<file path="src/rtl/fp_add_pkg.sv">
`default_nettype none
// ============================================================================
//  Module      : fp_add_pkg
//  Description : Shared widths, sideband/result types and the normalisation
//                function used by the FP adder normaliser.
//  Revision    : 1.0 - initial release
// ============================================================================
package fp_add_pkg;

    localparam int RAW_W  = 49;
    localparam int MANT_W = 23;
    localparam int EXP_W  = 8;
    localparam int GRS_W  = 24;
    localparam int LZC_W  = 6;
    localparam int SUM_W  = RAW_W - 1;

    typedef struct packed {
        logic       nan;
        logic       inf1;
        logic       inf2;
        logic       sign1;
        logic       sign2;
        logic       sign_res;
        logic [2:0] rm;
    } sideband_t;

    typedef struct packed {
        logic [EXP_W-1:0]  exp;
        logic [MANT_W-1:0] mant;
        logic [GRS_W-1:0]  grs;
        logic              underflow;
    } norm_t;

    // sh holds the shifted magnitude with its leading one already dropped,
    // so the mantissa and GRS fields fall straight out of its upper/lower bits.
    function automatic norm_t normalize(
        input logic [RAW_W-1:0] sum,
        input logic [LZC_W-1:0] lzc,
        input logic [EXP_W-1:0] exp_in
    );
        norm_t            res;
        logic [SUM_W-2:0] sh;
        logic [EXP_W:0]   exp_inc;
        logic [EXP_W-1:0] lzc_ext;

        res     = '0;
        sh      = '0;
        lzc_ext = EXP_W'(lzc);
        exp_inc = {1'b0, exp_in} + (EXP_W+1)'(1);

        if (sum[RAW_W-1]) begin
            sh      = sum[SUM_W-1:1];
            sh[0]   = sum[1] | sum[0];
            res.exp = exp_inc[EXP_W] ? '1 : exp_inc[EXP_W-1:0];
        end else if (sum[SUM_W-1:0] != '0) begin
            if (lzc_ext < exp_in) begin
                sh      = sum[SUM_W-2:0] << lzc;
                res.exp = exp_in - lzc_ext;
            end else begin
                res.underflow = 1'b1;
            end
        end

        res.mant = sh[SUM_W-2:GRS_W];
        res.grs  = sh[GRS_W-1:0];
        return res;
    endfunction

endpackage
`default_nettype wire

</file>
<file path="src/rtl/lzc48_fp.sv">
`default_nettype none
// ============================================================================
//  Module      : lzc48_fp
//  Description : Combinational 48-bit leading-zero counter (48 when all zero).
//  Revision    : 1.0 - initial release
// ============================================================================
module lzc48_fp
    import fp_add_pkg::*;
(
    input  logic [SUM_W-1:0] i_data,
    output logic [LZC_W-1:0] o_count
);

    // Ascending scan: the highest set bit is the last one to write the count.
    always_comb begin
        o_count = LZC_W'(SUM_W);
        for (int i = 0; i < SUM_W; i++) begin
            if (i_data[i]) begin
                o_count = LZC_W'(SUM_W - 1 - i);
            end
        end
    end

endmodule
`default_nettype wire

</file>
<file path="src/rtl/normalize_fp.sv">
`default_nettype none
// ============================================================================
//  Module      : normalize_fp
//  Description : FP adder post-normaliser with valid/ready handshake.
//                Define NORMALIZE_FP_TWO_STAGE_EN for a 2-stage pipeline
//                (LZC registered first); default is a single registered stage.
//  Revision    : 1.0 - initial release
// ============================================================================
module normalize_fp
    import fp_add_pkg::*;
(
    input  logic              clk,
    input  logic              reset_n,
    input  logic              flush,
    input  logic              in_valid,
    output logic              in_ready,
    input  logic [RAW_W-1:0]  sum_raw,
    input  logic [EXP_W-1:0]  exp_in,
    input  logic              NaN,
    input  logic              inf1,
    input  logic              inf2,
    input  logic              sign1,
    input  logic              sign2,
    input  logic              sign_res,
    input  logic [2:0]        rm,
    output logic              out_valid,
    input  logic              out_ready,
    output logic [EXP_W-1:0]  exp_norm,
    output logic [MANT_W-1:0] mantissa_norm,
    output logic [GRS_W-1:0]  grs,
    output logic              underflow,
    output logic              NaN_out,
    output logic              inf1_out,
    output logic              inf2_out,
    output logic              sign1_out,
    output logic              sign2_out,
    output logic              sign_res_out,
    output logic [2:0]        rm_out
);

    sideband_t        w_sb_in;
    sideband_t        w_sb_next;
    logic [LZC_W-1:0] w_lzc;
    norm_t            w_norm;
    logic             w_out_load;

    logic             r_out_valid;
    norm_t            r_out;
    sideband_t        r_out_sb;

    assign w_sb_in = {NaN, inf1, inf2, sign1, sign2, sign_res, rm};

    lzc48_fp u_lzc (
        .i_data  (sum_raw[SUM_W-1:0]),
        .o_count (w_lzc)
    );

`ifdef NORMALIZE_FP_TWO_STAGE_EN
    logic             r_s1_valid;
    logic [RAW_W-1:0] r_s1_sum;
    logic [LZC_W-1:0] r_s1_lzc;
    logic [EXP_W-1:0] r_s1_exp;
    sideband_t        r_s1_sb;
    logic             w_s1_load;

    assign w_out_load = r_s1_valid && (!r_out_valid || out_ready);
    assign in_ready   = !r_s1_valid || !r_out_valid || out_ready;
    assign w_s1_load  = in_valid && in_ready;

    // The carry flag travels as the top bit of r_s1_sum.
    always_ff @(posedge clk or negedge reset_n) begin
        if (!reset_n) begin
            r_s1_valid <= 1'b0;
            r_s1_sum   <= '0;
            r_s1_lzc   <= '0;
            r_s1_exp   <= '0;
            r_s1_sb    <= '0;
        end else begin
            if (flush) begin
                r_s1_valid <= 1'b0;
            end else if (w_s1_load) begin
                r_s1_valid <= 1'b1;
            end else if (w_out_load) begin
                r_s1_valid <= 1'b0;
            end
            if (w_s1_load) begin
                r_s1_sum <= sum_raw;
                r_s1_lzc <= w_lzc;
                r_s1_exp <= exp_in;
                r_s1_sb  <= w_sb_in;
            end
        end
    end

    assign w_norm    = normalize(r_s1_sum, r_s1_lzc, r_s1_exp);
    assign w_sb_next = r_s1_sb;
`else
    assign in_ready   = !r_out_valid || out_ready;
    assign w_out_load = in_valid && in_ready;
    assign w_norm     = normalize(sum_raw, w_lzc, exp_in);
    assign w_sb_next  = w_sb_in;
`endif

    // Output stage only loads on an advance, so a stalled beat stays frozen.
    always_ff @(posedge clk or negedge reset_n) begin
        if (!reset_n) begin
            r_out_valid <= 1'b0;
            r_out       <= '0;
            r_out_sb    <= '0;
        end else begin
            if (flush) begin
                r_out_valid <= 1'b0;
            end else if (w_out_load) begin
                r_out_valid <= 1'b1;
            end else if (out_ready) begin
                r_out_valid <= 1'b0;
            end
            if (w_out_load) begin
                r_out    <= w_norm;
                r_out_sb <= w_sb_next;
            end
        end
    end

    assign out_valid     = r_out_valid;
    assign exp_norm      = r_out.exp;
    assign mantissa_norm = r_out.mant;
    assign grs           = r_out.grs;
    assign underflow     = r_out.underflow;
    assign NaN_out       = r_out_sb.nan;
    assign inf1_out      = r_out_sb.inf1;
    assign inf2_out      = r_out_sb.inf2;
    assign sign1_out     = r_out_sb.sign1;
    assign sign2_out     = r_out_sb.sign2;
    assign sign_res_out  = r_out_sb.sign_res;
    assign rm_out        = r_out_sb.rm;

endmodule
`default_nettype wire

</file>
<file path="config.mk">
export PLATFORM = sky130hd
export DESIGN_NAME = normalize_fp
export DESIGN_NICKNAME = d
export VERILOG_FILES = /design/src/rtl/fp_add_pkg.sv /design/src/rtl/lzc48_fp.sv /design/src/rtl/normalize_fp.sv
export SDC_FILE = /design/constraint.sdc
export NUM_CORES = 1
export LEC_CHECK = 0
export CAP_MARGIN = 20
export CORE_UTILIZATION = 40
export CTS_CLUSTER_DIAMETER = 80
export CTS_CLUSTER_SIZE = 20
export DETAILED_ROUTE_END_ITERATION = 8
export GPL_TIMING_DRIVEN = 0
export HOLD_SLACK_MARGIN = 0.03
export PLACE_DENSITY = 0.72
export RECOVER_POWER = 25
export SLEW_MARGIN = 20
export SYNTH_ARGS = -nofsm -noshare
export SYNTH_HDL_FRONTEND = slang
export SYNTH_SLANG_ARGS = --single-unit
</file>
<file path="constraint.sdc">
create_clock -name clk -period 2.15 [get_ports clk]
set_input_delay 0.43 -clock clk [delete_from_list [all_inputs] [get_ports clk]]
set_output_delay 0.43 -clock clk [all_outputs]
set_load 0.005 [all_outputs]
</file>
==> impl_metrics.toml, run 1 <==
[status]
status = "complete, but fails checks"
violations = "DRC, setup timing"

[route]
ant_nets = 0
routed_via_density = 6.77
firstDrtPassIters = 8
route.detailed.wl_per_inst_um = 29.2
drc = 9
wl_mm = 42.3
drtIter0Drc = 1124
vias = 9801

[critical_path]
timing.rr.start = "out_valid"
rrSetupSlack_ns = -0.40
crit_path_max_fanout = 8
arrival_ns = 4.41
crit_family = "compound AO/OA/AOI/OAI gates"
crit_end = "mantissa_norm[22]"
path_buf_inv = 8
crit_path_frequent_cell = "buf_12"
reg2regPathDepth = 6
start_kind = "primary input"
path_depth = 23
worstSetupStartpoint = "sum_raw[4]"
cp_slowest_cell = "a221o_2"
path_cells = "clkbuf_2 -> inv_1 -> a221oi_2 -> o21ai_2 -> a221o_2 -> and2_4 -> clkinv_8 -> buf_12 -> buf_12 -> buf_12 -> ha_4 -> inv_4 -> fa_2 -> a211oi_4 -> o21bai_1 -> a21oi_2 -> o21a_2 -> or2_4 -> nor2_4 -> buf_12 -> o22ai_2 -> a21oi_2 -> a31o_2"
max_stage_delay_ns = 0.47
reg2reg_to = "grs[21]"
endpoint_kind = "register"
worstSetupPathType = "primary input to register"
worstPathRequired_ns = 2.39

[yosys]
synth-edff-count = 0
async_reset_ff_share_pct = 100
synth_top_area_share_pct = 22.0
ys_warn_count = 0
ys_types = 90
synthCells = 1012
syn-num-nets = 1091
ys_top_cells_by_count = "nand2_1, nor2_1, a21oi_1"
synth.avg_cell_area_sq_um = 7.43
ys_seq_area_share_pct = 22.0
ys_ff_latch = 66
synth.area.top_cells = "dfrtp_1, mux2i_1, nand2_1, nor2_1, a21oi_1"
synthesis.area_sq_um = 7520
synth_most_common_cell = "nand2_1"
synth_area_leader_cell = "dfrtp_1"
yosys_most_used_dff = "dfrtp_1"

[timing]
skew_ns = 0.00516
final_hold_viol_count = 0
setup_viol_count_final = 56
fin_ws_ns = -2.02
min_period_over_period_pct = 194
maxSlewViolCount = 0
fin_crit_ns = 4.17
tightest_slew_ns = 1.16
slew_headroom_pct = 22.4
max_freq_mhz = 240
rsz0062_at_grt = "yes"

[grt]
grt_util_met2_pct = 66.5
grt_pass1_vias = 9219
gr-total-overflow = 0
grt_pass1_wl_mm = 61.8
grt_start_max_net_pins = 47
top_usage_layer = "met2"
antenna_found_initial = 0
grt_usage_pct = 43.4
grt_use_met1_pct = 58.2
use_met3_pct = 8.87

[cells_and_area]
diodes = 0
utilization_pct = 61.5
area_delta_synth_final_pct = 49.0
drive_above_1_share_pct = 30.9
final_cells = 1447
nets = 1292

[floorplanning]
die_h_um = 139
num_rows = 49
start_util_pct = 41.3
top_level_ports = 138
fp.dieW_um = 139
design.die.area_sq_um = 19300
core_area_sq_um = 18200

[clock_tree]
clock_sinks = 66
clkTransAtPathRegs_ns = 0.06
clock_path_buffers = 2
cts_tree = "built"
clk_latency_ns = 0.35
cts_inserted_buffers = 9
clockRootBuffer = "clkbuf_16"
h-tree-depth = 3

[power_and_ir_drop]
power_density_nw_per_um2 = 521
peakVddDrop_mv = 0.415
p_leak_uw = 0.00452

[placed_design]
gp_congestion = 1.02
dp_cells = 1350
portBuffers = 108
hpwl_mm = 30.8

[min_path]
hp-start = "sum_raw[10]"
hold_class = "primary input to register"

[run]
drv_cap = 0
final cells by class:
type,instances,area [sq um]
multi-input cells,832,6270
flip-flops and latches,66,1650
well taps,229,287
clock buffers,9,225
clock inverters,7,77.6
plain buffers,91,734
repair buffers,192,1860
inverters,21,101
fillers,1655,7010
worst min-delay path by stage:
stage                                  end  slack (ns)  cells past startpoint
final                               grs[9]        0.43                      3
after global routing      mantissa_norm[1]        0.47                      3
after CTS                           grs[9]        0.44                      3
after detailed placement      sign_res_out        0.34                      1
after global placement            inf1_out        0.46                      2
after floorplan                    NaN_out        0.13                      0
worst reg2reg max path, delay by kind of cell, from the launching register on:
kind,cells,cell delay (ns)
compound gates,1,0.24
buf+inv,2,1.14
flops,1,0.38
simple gates,3,0.69
registers in the layout, indices dropped and copies added, names as in the netlist:
| name | count |
|---|---|
| rm_out | 3 |
| NaN_out | 1 |
| mantissa_norm | 23 |
| inf2_out | 1 |
| sign1_out | 1 |
| inf1_out | 1 |
| underflow | 1 |
| sign_res_out | 1 |
| out_valid | 1 |
| exp_norm | 8 |
| grs | 24 |
| sign2_out | 1 |
layout by cell type (no fill, tap or decap), types with 11 or more instances in the layout:
cell / count
buf_4: 52
mux2i_1: 81
nand2_1: 125
dfrtp_1: 66
a31oi_1: 16
inv_1: 15
nand3_1: 33
clkbuf_16: 13
buf_6: 45
nor2_1: 100
mux2_2: 20
o21ai_0: 27
nor2_2: 11
nor2_4: 11
a22oi_1: 11
buf_12: 13
a21oi_1: 73
clkdlybuf4s50_1: 86
clkbuf_2: 11
o211ai_1: 14
clkbuf_1: 24
buf_2: 35
and3_1: 13
power breakdown:
part           switching [uW]  internal [uW]  leakage (uW)
combinational            1520           1220       0.00359
clock                     626            906      0.000146
sequential                127           1430      0.000784
total                    2270           3560       0.00452
per-layer routing:
layer / wire, um / vias to the layer above
li1: - / 4175
met1: 17200 / 4728
met2: 18500 / 745
met3: 4440 / 153
met4: 2200 / 0
met5: 0 / -
logic make-up (layout without fill, tap and decap cells):
family	count (synthesis)	count (layout)	share of synthesized area [%]
AND/OR/NAND/NOR	394	395	24.6
AO/OA/AOI/OAI	318	318	29.1
buffers and inverters	115	320	7.69
multiplexers	103	103	14.3
flip-flops	66	66	22.0
adder cells (fa/ha/maj)	8	8	1.43
XOR/XNOR	8	8	0.932
stage by stage:
stage / TNS [ns] / power (uW) / setup WS, ns / hold WS, ns / cell area, sq um
global placement: -299.28 / 3790 / -3.67 / 0.458 / 9130
global route: -108.55 / 6010 / -2.12 / 0.471 / 11200
finish: -102.94 / 5830 / -2.02 / 0.432 / 11200
floorplan: -107.07 / 2720 / -2.10 / 0.134 / 7760
CTS: -99.31 / 5620 / -1.92 / 0.436 / 10800
detailed placement: -192.76 / 3800 / -3.63 / 0.336 / 9160
what timing repair did:
item	4_1_cts	5_1_grt
endpoints found under the setup margin	65	65
resized for setup	291	76
hold buffers	1	0
setup buffers	71	23
hold endpoints to repair	20	0
pin swaps	64	42
gates cloned	2	0
Power figures use the tool's default switching activity.
==> run 2: changes to the inputs <==
Settings changed: CTS_BUF_LIST set to sky130_fd_sc_hd__clkbuf_16, GPL_ROUTABILITY_DRIVEN set to 1.
==> results of run 2 <==
Same layout as run 1: the final DEF is identical, and so are final timing and power.
